==> src/rtl/camasir_pkg.sv <==
// Shared types and defaults for the laundry-load feeder.
package camasir_pkg;
  localparam int ITEM_W_DEF = 4;
  localparam int LOAD_W_DEF = 16;

  typedef enum logic [1:0] {
    BOS    = 2'd0,
    BASLAT = 2'd1,
    BEKLE  = 2'd2
  } durum_e;
endpackage

==> src/rtl/camasir_toplayici_if.sv <==
// Item handshake plus pipeline dispatch signals of the laundry-load feeder.
interface camasir_toplayici_if #(
  parameter int ITEM_W = 4,
  parameter int LOAD_W = 16,
  parameter int DEPTH  = 2
);
  localparam int CW = $clog2(DEPTH + 1);

  logic              parca_gecerli;
  logic [ITEM_W-1:0] parca;
  logic              parca_hazir;
  logic [LOAD_W-1:0] camasir;
  logic              basla;
  logic              bitti;
  logic              mesgul;
  logic [CW-1:0]     kuyruk;

  modport master (
    output parca_gecerli, parca, bitti,
    input  parca_hazir, camasir, basla, mesgul, kuyruk
  );

  modport slave (
    input  parca_gecerli, parca, bitti,
    output parca_hazir, camasir, basla, mesgul, kuyruk
  );
endinterface

==> src/rtl/yuk_fifo.sv <==
// Load queue: DEPTH entries of W bits, circular pointers with an occupancy count.
module yuk_fifo #(
  parameter int W     = 16,
  parameter int DEPTH = 2
) (
  input  logic                       clk,
  input  logic                       rst_n,
  input  logic                       push_i,
  input  logic [W-1:0]               data_i,
  input  logic                       pop_i,
  output logic [W-1:0]               data_o,
  output logic                       full_o,
  output logic                       empty_o,
  output logic [$clog2(DEPTH+1)-1:0] count_o
);
  localparam int AW = (DEPTH > 1) ? $clog2(DEPTH) : 1;
  localparam int CW = $clog2(DEPTH + 1);

  logic [W-1:0]  mem_q [DEPTH];
  logic [AW-1:0] wr_q, rd_q;
  logic [CW-1:0] cnt_q;

  function automatic logic [AW-1:0] inc(input logic [AW-1:0] p);
    return (p == AW'(DEPTH - 1)) ? '0 : p + 1'b1;
  endfunction

  always_ff @(posedge clk or negedge rst_n) begin
    if (!rst_n) begin
      wr_q  <= '0;
      rd_q  <= '0;
      cnt_q <= '0;
    end else begin
      if (push_i) wr_q <= inc(wr_q);
      if (pop_i)  rd_q <= inc(rd_q);
      case ({push_i, pop_i})
        2'b10:   cnt_q <= cnt_q + 1'b1;
        2'b01:   cnt_q <= cnt_q - 1'b1;
        default: ;
      endcase
    end
  end

  // Storage needs no reset: the count alone decides what is valid.
  always_ff @(posedge clk) begin
    if (push_i) mem_q[wr_q] <= data_i;
  end

  assign data_o  = mem_q[rd_q];
  assign full_o  = (cnt_q == CW'(DEPTH));
  assign empty_o = (cnt_q == '0);
  assign count_o = cnt_q;
endmodule

==> src/rtl/camasir_toplayici.sv <==
// Packs item codes into loads, queues them and dispatches one load at a time
// to the wash pipeline with a start pulse / done-edge handshake.
module camasir_toplayici
  import camasir_pkg::*;
#(
  parameter int ITEM_W  = ITEM_W_DEF,
  parameter int LOAD_W  = LOAD_W_DEF,
  parameter int TIMEOUT = 8,
  parameter int DEPTH   = 2
) (
  input  logic               clk,
  input  logic               rst_n,
  camasir_toplayici_if.slave bus
);
  localparam int N  = LOAD_W / ITEM_W;
  localparam int KW = $clog2(N + 1);
  localparam int TW = $clog2(TIMEOUT + 1);
  localparam int CW = $clog2(DEPTH + 1);

  logic [KW-1:0]     k_q, k_d;
  logic [LOAD_W-1:0] pack_q, pack_d, pack_nx;
  logic [TW-1:0]     tmo_q, tmo_d;
  logic [LOAD_W-1:0] cam_q, cam_d;
  durum_e            st_q, st_d;
  logic              bitti_q;

  logic              full, empty, push, pop, nz, flush;
  logic [LOAD_W-1:0] head;
  logic [CW-1:0]     cnt;

  assign nz    = bus.parca_gecerli & ~full & (bus.parca != '0);
  // A nonzero item arriving makes the cycle non-idle, so it wins over a pending flush.
  assign flush = (k_q != '0) & (tmo_q == TW'(TIMEOUT)) & ~nz & ~full;
  assign push  = (nz & (k_q == KW'(N - 1))) | flush;
  assign pop   = (st_q == BOS) & ~empty;

  always_comb begin
    pack_nx = pack_q;
    if (nz) pack_nx = pack_q | (LOAD_W'(bus.parca) << (ITEM_W * int'(k_q)));
    pack_d = pack_nx;
    k_d    = k_q;
    tmo_d  = tmo_q;
    if (push) begin
      pack_d = '0;
      k_d    = '0;
      tmo_d  = '0;
    end else if (nz) begin
      k_d   = k_q + 1'b1;
      tmo_d = '0;
    end else if ((k_q != '0) && (tmo_q != TW'(TIMEOUT))) begin
      tmo_d = tmo_q + 1'b1;
    end
  end

  always_comb begin
    st_d  = st_q;
    cam_d = cam_q;
    case (st_q)
      BOS: begin
        if (pop) begin
          st_d  = BASLAT;
          cam_d = head;
        end
      end
      BASLAT:  st_d = BEKLE;
      BEKLE:   if (bus.bitti & ~bitti_q) st_d = BOS;
      default: st_d = BOS;
    endcase
  end

  always_ff @(posedge clk or negedge rst_n) begin
    if (!rst_n) begin
      k_q     <= '0;
      pack_q  <= '0;
      tmo_q   <= '0;
      cam_q   <= '0;
      st_q    <= BOS;
      bitti_q <= 1'b0;
    end else begin
      k_q     <= k_d;
      pack_q  <= pack_d;
      tmo_q   <= tmo_d;
      cam_q   <= cam_d;
      st_q    <= st_d;
      bitti_q <= bus.bitti;
    end
  end

  yuk_fifo #(.W(LOAD_W), .DEPTH(DEPTH)) u_fifo (
    .clk     (clk),
    .rst_n   (rst_n),
    .push_i  (push),
    .data_i  (pack_nx),
    .pop_i   (pop),
    .data_o  (head),
    .full_o  (full),
    .empty_o (empty),
    .count_o (cnt)
  );

  assign bus.parca_hazir = ~full;
  assign bus.camasir     = cam_q;
  assign bus.basla       = (st_q == BASLAT);
  assign bus.mesgul      = (st_q != BOS);
  assign bus.kuyruk      = cnt;
endmodule

==> src/flat_wrapper.sv <==
// flat-port wrapper written by rule: the top's interface ports become plain ports
module camasir_toplayici_flat import camasir_pkg::*;
#(
  parameter int ITEM_W  = ITEM_W_DEF,
  parameter int LOAD_W  = LOAD_W_DEF,
  parameter int TIMEOUT = 8,
  parameter int DEPTH   = 2
)
  (clk, rst_n, bus_parca_gecerli, bus_parca, bus_bitti, bus_parca_hazir, bus_camasir, bus_basla, bus_mesgul, bus_kuyruk);
  camasir_toplayici_if #(.ITEM_W(ITEM_W), .LOAD_W(LOAD_W), .DEPTH(DEPTH)) bus_i ();
  input  logic clk;
  input  logic rst_n;
  input wire logic [$bits(bus_i.parca_gecerli)-1:0] bus_parca_gecerli;
  input wire logic [$bits(bus_i.parca)-1:0] bus_parca;
  input wire logic [$bits(bus_i.bitti)-1:0] bus_bitti;
  output wire logic [$bits(bus_i.parca_hazir)-1:0] bus_parca_hazir;
  output wire logic [$bits(bus_i.camasir)-1:0] bus_camasir;
  output wire logic [$bits(bus_i.basla)-1:0] bus_basla;
  output wire logic [$bits(bus_i.mesgul)-1:0] bus_mesgul;
  output wire logic [$bits(bus_i.kuyruk)-1:0] bus_kuyruk;
  assign bus_i.parca_gecerli = bus_parca_gecerli;
  assign bus_i.parca = bus_parca;
  assign bus_i.bitti = bus_bitti;
  assign bus_parca_hazir = bus_i.parca_hazir;
  assign bus_camasir = bus_i.camasir;
  assign bus_basla = bus_i.basla;
  assign bus_mesgul = bus_i.mesgul;
  assign bus_kuyruk = bus_i.kuyruk;
  camasir_toplayici #(.ITEM_W(ITEM_W), .LOAD_W(LOAD_W), .TIMEOUT(TIMEOUT), .DEPTH(DEPTH)) u_core (.clk(clk), .rst_n(rst_n), .bus(bus_i));
endmodule
==> config.mk <==
export PLATFORM = sky130hd
export DESIGN_NAME = camasir_toplayici_flat
export DESIGN_NICKNAME = d
export VERILOG_FILES = /design/src/rtl/camasir_pkg.sv /design/src/rtl/camasir_toplayici_if.sv /design/src/rtl/yuk_fifo.sv /design/src/rtl/camasir_toplayici.sv /design/src/flat_wrapper.sv
export SDC_FILE = /design/constraint.sdc
export NUM_CORES = 1
export LEC_CHECK = 0
export CAP_MARGIN = 10
export CORE_MARGIN = 1
export CORE_UTILIZATION = 51
export DETAILED_ROUTE_END_ITERATION = 8
export GPL_ROUTABILITY_DRIVEN = 0
export PLACE_DENSITY_LB_ADDON = 0.2
export SLEW_MARGIN = 20
export SYNTH_ARGS = -nofsm -noshare
export SYNTH_HDL_FRONTEND = slang
export SYNTH_SLANG_ARGS = --single-unit
==> constraint.sdc <==
create_clock -name clk -period 2.3 [get_ports clk]
set_clock_uncertainty 0.1 [all_clocks]
set_input_delay 0.46 -clock clk [delete_from_list [all_inputs] [get_ports clk]]
set_output_delay 0.46 -clock clk [all_outputs]
set_load 0.02 [all_outputs]
== Word level (Yosys, flattened, before mapping) ==
Memories as Yosys holds them, arrays and structs flattened. A register that Yosys moved wholly into a read port is not among the register bits.
Index checks and enable logic that the tools add are counted.

* Register bits: 30
* RAM bits: 32
* Input port bits: 8
* Memories: 1

{| class="wikitable"
|+ Memories
! name !! depth !! bits a word !! read ports !! clocked after Yosys merged registers in !! write ports !! line !! source
|-
| u_core.u_fifo.mem_q || 2 || 16 || 1 || 1 || 1 || yuk_fifo.sv:19 || <nowiki>logic [W-1:0] mem_q [DEPTH];</nowiki>
|}

* $add $sub $neg: 6
* Eq/ne operators: 10
* Shifts and indexed selects: 1
* Mux-type cells: 15
* Bitwise gates (word level): 14
* Reductions and logical operators: 12

{| class="wikitable"
|+ Operators by type and width
! operator !! number
|-
| $mux 16 || 2
|-
| $or 16x16->16 || 1
|-
| $shl 4x5->16 || 1
|-
| $mux 4 || 3
|-
| $and 1x1->1 || 8
|-
| $eq 2x2->1 const B || 3
|-
| $mux 3 || 2
|-
| $pmux 2 s3 || 1
|-
| $reduce_bool 2->1 || 3
|-
| $reduce_bool 3->1 || 2
|-
| $add 4x1->4 const B || 1
|-
| $eq 2x1->1 const B || 2
|-
| $eq 4x4->1 const B || 1
|-
| $logic_not 2->1 || 2
|-
| $mux 1 || 4
|-
| $mux 2 || 2
|-
| $ne 4x4->1 const B || 1
|-
| $not 1->1 || 4
|-
| $pmux 2 s2 || 1
|-
| $reduce_and 2->1 || 2
|-
| $reduce_bool 4->1 || 1
|-
| $add 3x1->3 const B || 1
|-
| $eq 3x2->1 const B || 1
|-
| $add 1x1->1 const B || 2
|-
| other kinds (7) || 7
|}

== Longest topological paths before layout ==
* Depth after elaboration: 10
* Mapped depth: 11
* Gate-level depth less buffers: 9

== Cells and area by module ==
A second synthesis with hierarchy kept.

* Cells, all modules: 231
* Area, all modules: 3,260.6 um2

{| class="wikitable"
|+ By module, submodules not included
! module !! times used !! cells each !! area an instance (um2) !! seq. area each (um2)
|-
| camasir_toplayici || 1 || 165 || 1,869.3 || 1,051.0
|-
| yuk_fifo || 1 || 66 || 1,391.3 || 1,061.0
|}

== Worst setup path after synthesis ==
Ideal clock, no wire load.

* Path type: in2reg
* Start: input port bus_parca[2]
* End: memory u_core.u_fifo.mem_q[1][0] (enable)
* Library setup time: 0.374 ns
* Arrival: 1.942 ns
* Setup slack: -0.115 ns
* Stages on the path: 4
* Path buffers: 1
* Cell sequence: o41a_1 o41ai_4 buf_6 and2_1

* Longest elaborated chain between the ends: 8
* Elaborated cells between the ends (all ways): 9
* Those cells by class: 2 x mux; 6 x bitwise; 1 x reduce/logical

{| class="wikitable"
|+ RTL lines
! what !! line !! source
|-
| start: declaration || flat_wrapper.sv:14 || <nowiki>input wire logic [$bits(bus_i.parca)-1:0] bus_parca;</nowiki>
|-
| $reduce_bool 4->1 (*) || camasir_toplayici.sv:31 || <nowiki>assign nz = bus.parca_gecerli & ~full & (bus.parca != '0);</nowiki>
|-
| $and 1x1->1 (*) || camasir_toplayici.sv:31 ||
|-
| $not 1->1 || camasir_toplayici.sv:33 || <nowiki>assign flush = (k_q != '0) & (tmo_q == TW'(TIMEOUT)) & ~nz & ~full;</nowiki>
|-
| $and 1x1->1 (2 in a row) || camasir_toplayici.sv:33 ||
|-
| $or 1x1->1 (*) || camasir_toplayici.sv:34 || <nowiki>assign push = (nz & (k_q == KW'(N - 1))) | flush;</nowiki>
|-
| $mux 1 (*) || yuk_fifo.sv:45 || <nowiki>if (push_i) mem_q[wr_q] <= data_i;</nowiki>
|-
| $mux 1 (not written as such) (*) || yuk_fifo.sv:45 ||
|-
| end: declaration || yuk_fifo.sv:19 ||
|}

Mark *: on every way between the ends. The rest lies on a longest branch, timed or not.

== Worst setup path after layout ==
* Start: input port bus_parca[3]
* End: memory u_core.u_fifo.mem_q[0][10] (enable)

The elaborated chain is that of the path after synthesis.

==> flow_metrics.py <==
metrics = {
    "synthesis": {
        "ys_warn_count": 0,
        "ys.flop_type": "dfrtp_1",
        "synth_commonest_cells": "dfrtp_1 (46), edfxtp_1 (32), nor2_1 (29), a21oi_1 (16), mux2i_1 (16)",
        "yosysTopAreaCellShare_pct": 36.6,
        "async_flop_share_pct": 59.0,
        "ys_seq_elements": 78,
        "postSynthCellCount": 237,
        "synth.distinct_cells": 33,
        "yosys-top-cells-area": "dfrtp_1 (37%), edfxtp_1 (31%), mux2i_1 (5.1%)",
        "synth_most_common_cell": "dfrtp_1",
        "syn_area_mm2": 0.00314,
        "ys_seq_area_share_pct": 67.2,
        "yosysTopAreaCell": "dfrtp_1",
        "syn_avg_cell_area_um2": 13.3,
        "syn-num-nets": 251,
        "synth_edf_count": 32,
    },
    "worst_setup_path": {
        "arrival_ns": 2.15,
        "cp-start-kind": "input port",
        "cp.required_ns": 2.25,
        "worstReg2RegEnd": "u_core.u_fifo.mem_q[0][10]",
        "path_max_fanout": 8,
        "r2r_start": "u_core.tmo_q[0]",
        "r2r_slack_ns": 0.15,
        "end_kind": "flip-flop",
        "worst_r2r_path_depth": 8,
        "critPathKind": "in2reg",
    },
    "floorplanning": {
        "core_area_mm2": 0.00592,
        "die_h_um": 80.5,
        "dieArea_mm2": 0.00648,
        "initial_utilization_pct": 53.1,
        "fp.dieW_um": 80.5,
        "io_pins": 29,
        "num_rows": 28,
    },
    "clock_network": {
        "clk_pin_slew_ns": 0.08,
        "ctsHtreeMaxLevel": 3,
        "numCtsBuffers": 9,
        "clock-root-buffer": "clkbuf_8",
        "clockBufferDepth": 2,
        "cts_tree": "yes",
        "clkLatencyLatePin_ns": 0.34,
        "clock_sinks": 78,
    },
    "placement": {
        "pre_cts_ws_ns": -0.429,
        "io_buffers": 28,
        "dp_hpwl_um": 3680,
    },
    "power": {
        "p_leak_nw": 1.70,
        "power_density_mw_per_mm2": 1370,
        "peakVddDrop_mv": 0.698,
        "p_total_mw": 5.33,
    },
    "min_path": {
        "hold_path_class": "in2async",
    },
    "detailed_routing": {
        "vias": 1933,
        "drc": 0,
        "avgRoutedWirePerCell_um": 15.0,
        "drtIter0Drc": 118,
        "ant_nets": 0,
        "drtPass1Iterations": 4,
        "vias_per_cell": 5.20,
        "wl_um": 5600,
    },
    "global_route": {
        "grt_first_pass_wirelength_um": 9670,
        "grt_overflow_total": 0,
        "track_usage_pct": 20.6,
        "grt_pass1_vias": 1976,
        "grt_max_degree": 34,
        "antenna_found_initial": 0,
    },
    "sta": {
        "relSlewSlack_pct": 63.3,
        "finalSetupViolCount": 0,
        "max_freq_mhz": 454,
        "period_minus_slack_ns": 2.20,
        "finalHoldViolations": 0,
        "setup_ws_ns": 0.0955,
        "maxSlewViolCount": 0,
        "rsz0062_at_grt": "false",
        "min_period_over_period_pct": 95.8,
        "tightest_slew_ns": 0.551,
    },
    "finish": {
        "drive_above_1_share_pct": 16.2,
        "n_antenna_cell": 0,
        "syn_to_final_growth_pct": 23.4,
        "n_fill_cell": 457,
        "layout.nets": 306,
    },
    "run": {
        "drv_cap": 0,
    },
    "status": {
        "run_status": "completed",
    },
}
==> how the worst max path moves through the flow <==
stage,start,to,slack (ns),cells after the start
2_1_floorplan,bus_parca[2],u_core.u_fifo.count_o[1],0.04,8
3_3_place_gp,bus_parca[1],u_core.u_fifo.count_o[1],-0.36,8
3_5_place_dp,bus_parca[1],u_core.u_fifo.count_o[1],-0.43,8
4_1_cts,bus_parca[2],u_core.u_fifo.mem_q[0][10],0.007,8
5_1_grt,bus_parca[3],u_core.u_fifo.mem_q[0][10],0.02,7
6_report,bus_parca[3],u_core.u_fifo.mem_q[0][10],0.1,7
==> final cells by class <==
class                      instances  area, um^2  area share (%)
clock inverter                     4        47.5            1.23
tap                               75        93.8            2.42
sequential                        78        2110            54.4
timing repair buffer              53         503            13.0
clock buffer                      12         135            3.48
multi-input combinational        137         940            24.2
inverter                          13        48.8            1.26
==> metrics by stage <==
stage / cell area, um^2 / utilization, % / setup TNS (ns) / hold WS [ns] / std cells
after floorplan: 3150 / - / 0 / 0.0644 / 237
after global placement: 3630 / 61.3 / -12.75 / 0.364 / 349
after detailed placement: 3630 / 61.3 / -15.25 / 0.378 / 349
after CTS: 3930 / 66.4 / 0 / 0.00569 / 374
after global routing: 3880 / 65.5 / 0 / 0.0354 / 372
final: 3880 / 65.5 / 0 / 0.00103 / 372
==> metal layers <==
| layer | wire length, um | GRT usage (%) | vias up |
|---|---|---|---|
| met4 | 124 | 10.2 | 0 |
| met2 | 2620 | 32.4 | 52 |
| met5 | 0 | 0 | - |
| li1 | - | - | 943 |
| met3 | 211 | 3.41 | 10 |
| met1 | 2640 | 27.5 | 928 |
==> sequential cells by signal, indices dropped and copies added (netlist names) <==
name / flops
u_core.u_fifo.mem_q: 32
u_core.bus.camasir: 16
u_core.pack_q: 16
u_core.tmo_q: 4
u_core.k_q: 3
u_core.st_q: 2
u_core.u_fifo.count_o: 2
u_core.bitti_q: 1
u_core.u_fifo.rd_q: 1
u_core.u_fifo.wr_q: 1
==> power breakdown <==
part | internal (mW) | switching [mW] | leakage, nW
clock network | 0.502 | 0.462 | 0.0924
registers | 1.97 | 0.214 | 0.833
logic | 0.989 | 1.19 | 0.771
==> layout by cell type (no fill, tap or decap), types with 2 or more instances in the layout <==
cell type	count
ha_1	6
dfrtp_1	46
clkbuf_1	3
a31o_2	2
xnor2_1	2
or2_2	2
xor2_1	4
mux2i_1	16
inv_1	13
a21o_1	12
dlygate4sd2_1	3
nand3_1	6
buf_12	2
a31oi_1	2
o21ai_0	3
o22ai_1	4
edfxtp_1	32
nor3b_1	4
a21oi_1	16
clkbuf_8	9
nor2b_1	15
clkdlybuf4s50_1	23
nand2b_1	2
nor2_1	28
buf_4	21
==> critical path: stages <==
cell	delay, ns
dlygate4sd2_1	0.24
o41a_1	0.47
o41ai_4	0.38
buf_4	0.17
buf_4	0.10
and2b_2	0.18
buf_6	0.15
==> logic make-up after synthesis <==
group,after synthesis,share of synthesized area [%]
buffers and inverters,22,3.14
flip-flops,78,67.2
adder cells (fa/ha/maj),6,2.39
AO/OA/AOI/OAI,43,9.39
multiplexers,16,5.09
AND/OR/NAND/NOR,65,10.6
XOR/XNOR,7,2.19
==> timing repair <==
item,4_1_cts,5_1_grt
gates resized for setup,8,2
buffers inserted,7,0
endpoints found under the setup margin,1,17
pin swaps,2,2
hold buffers,0,0
gates cloned,2,0
Note: power is estimated with default switching activity, not from simulation.
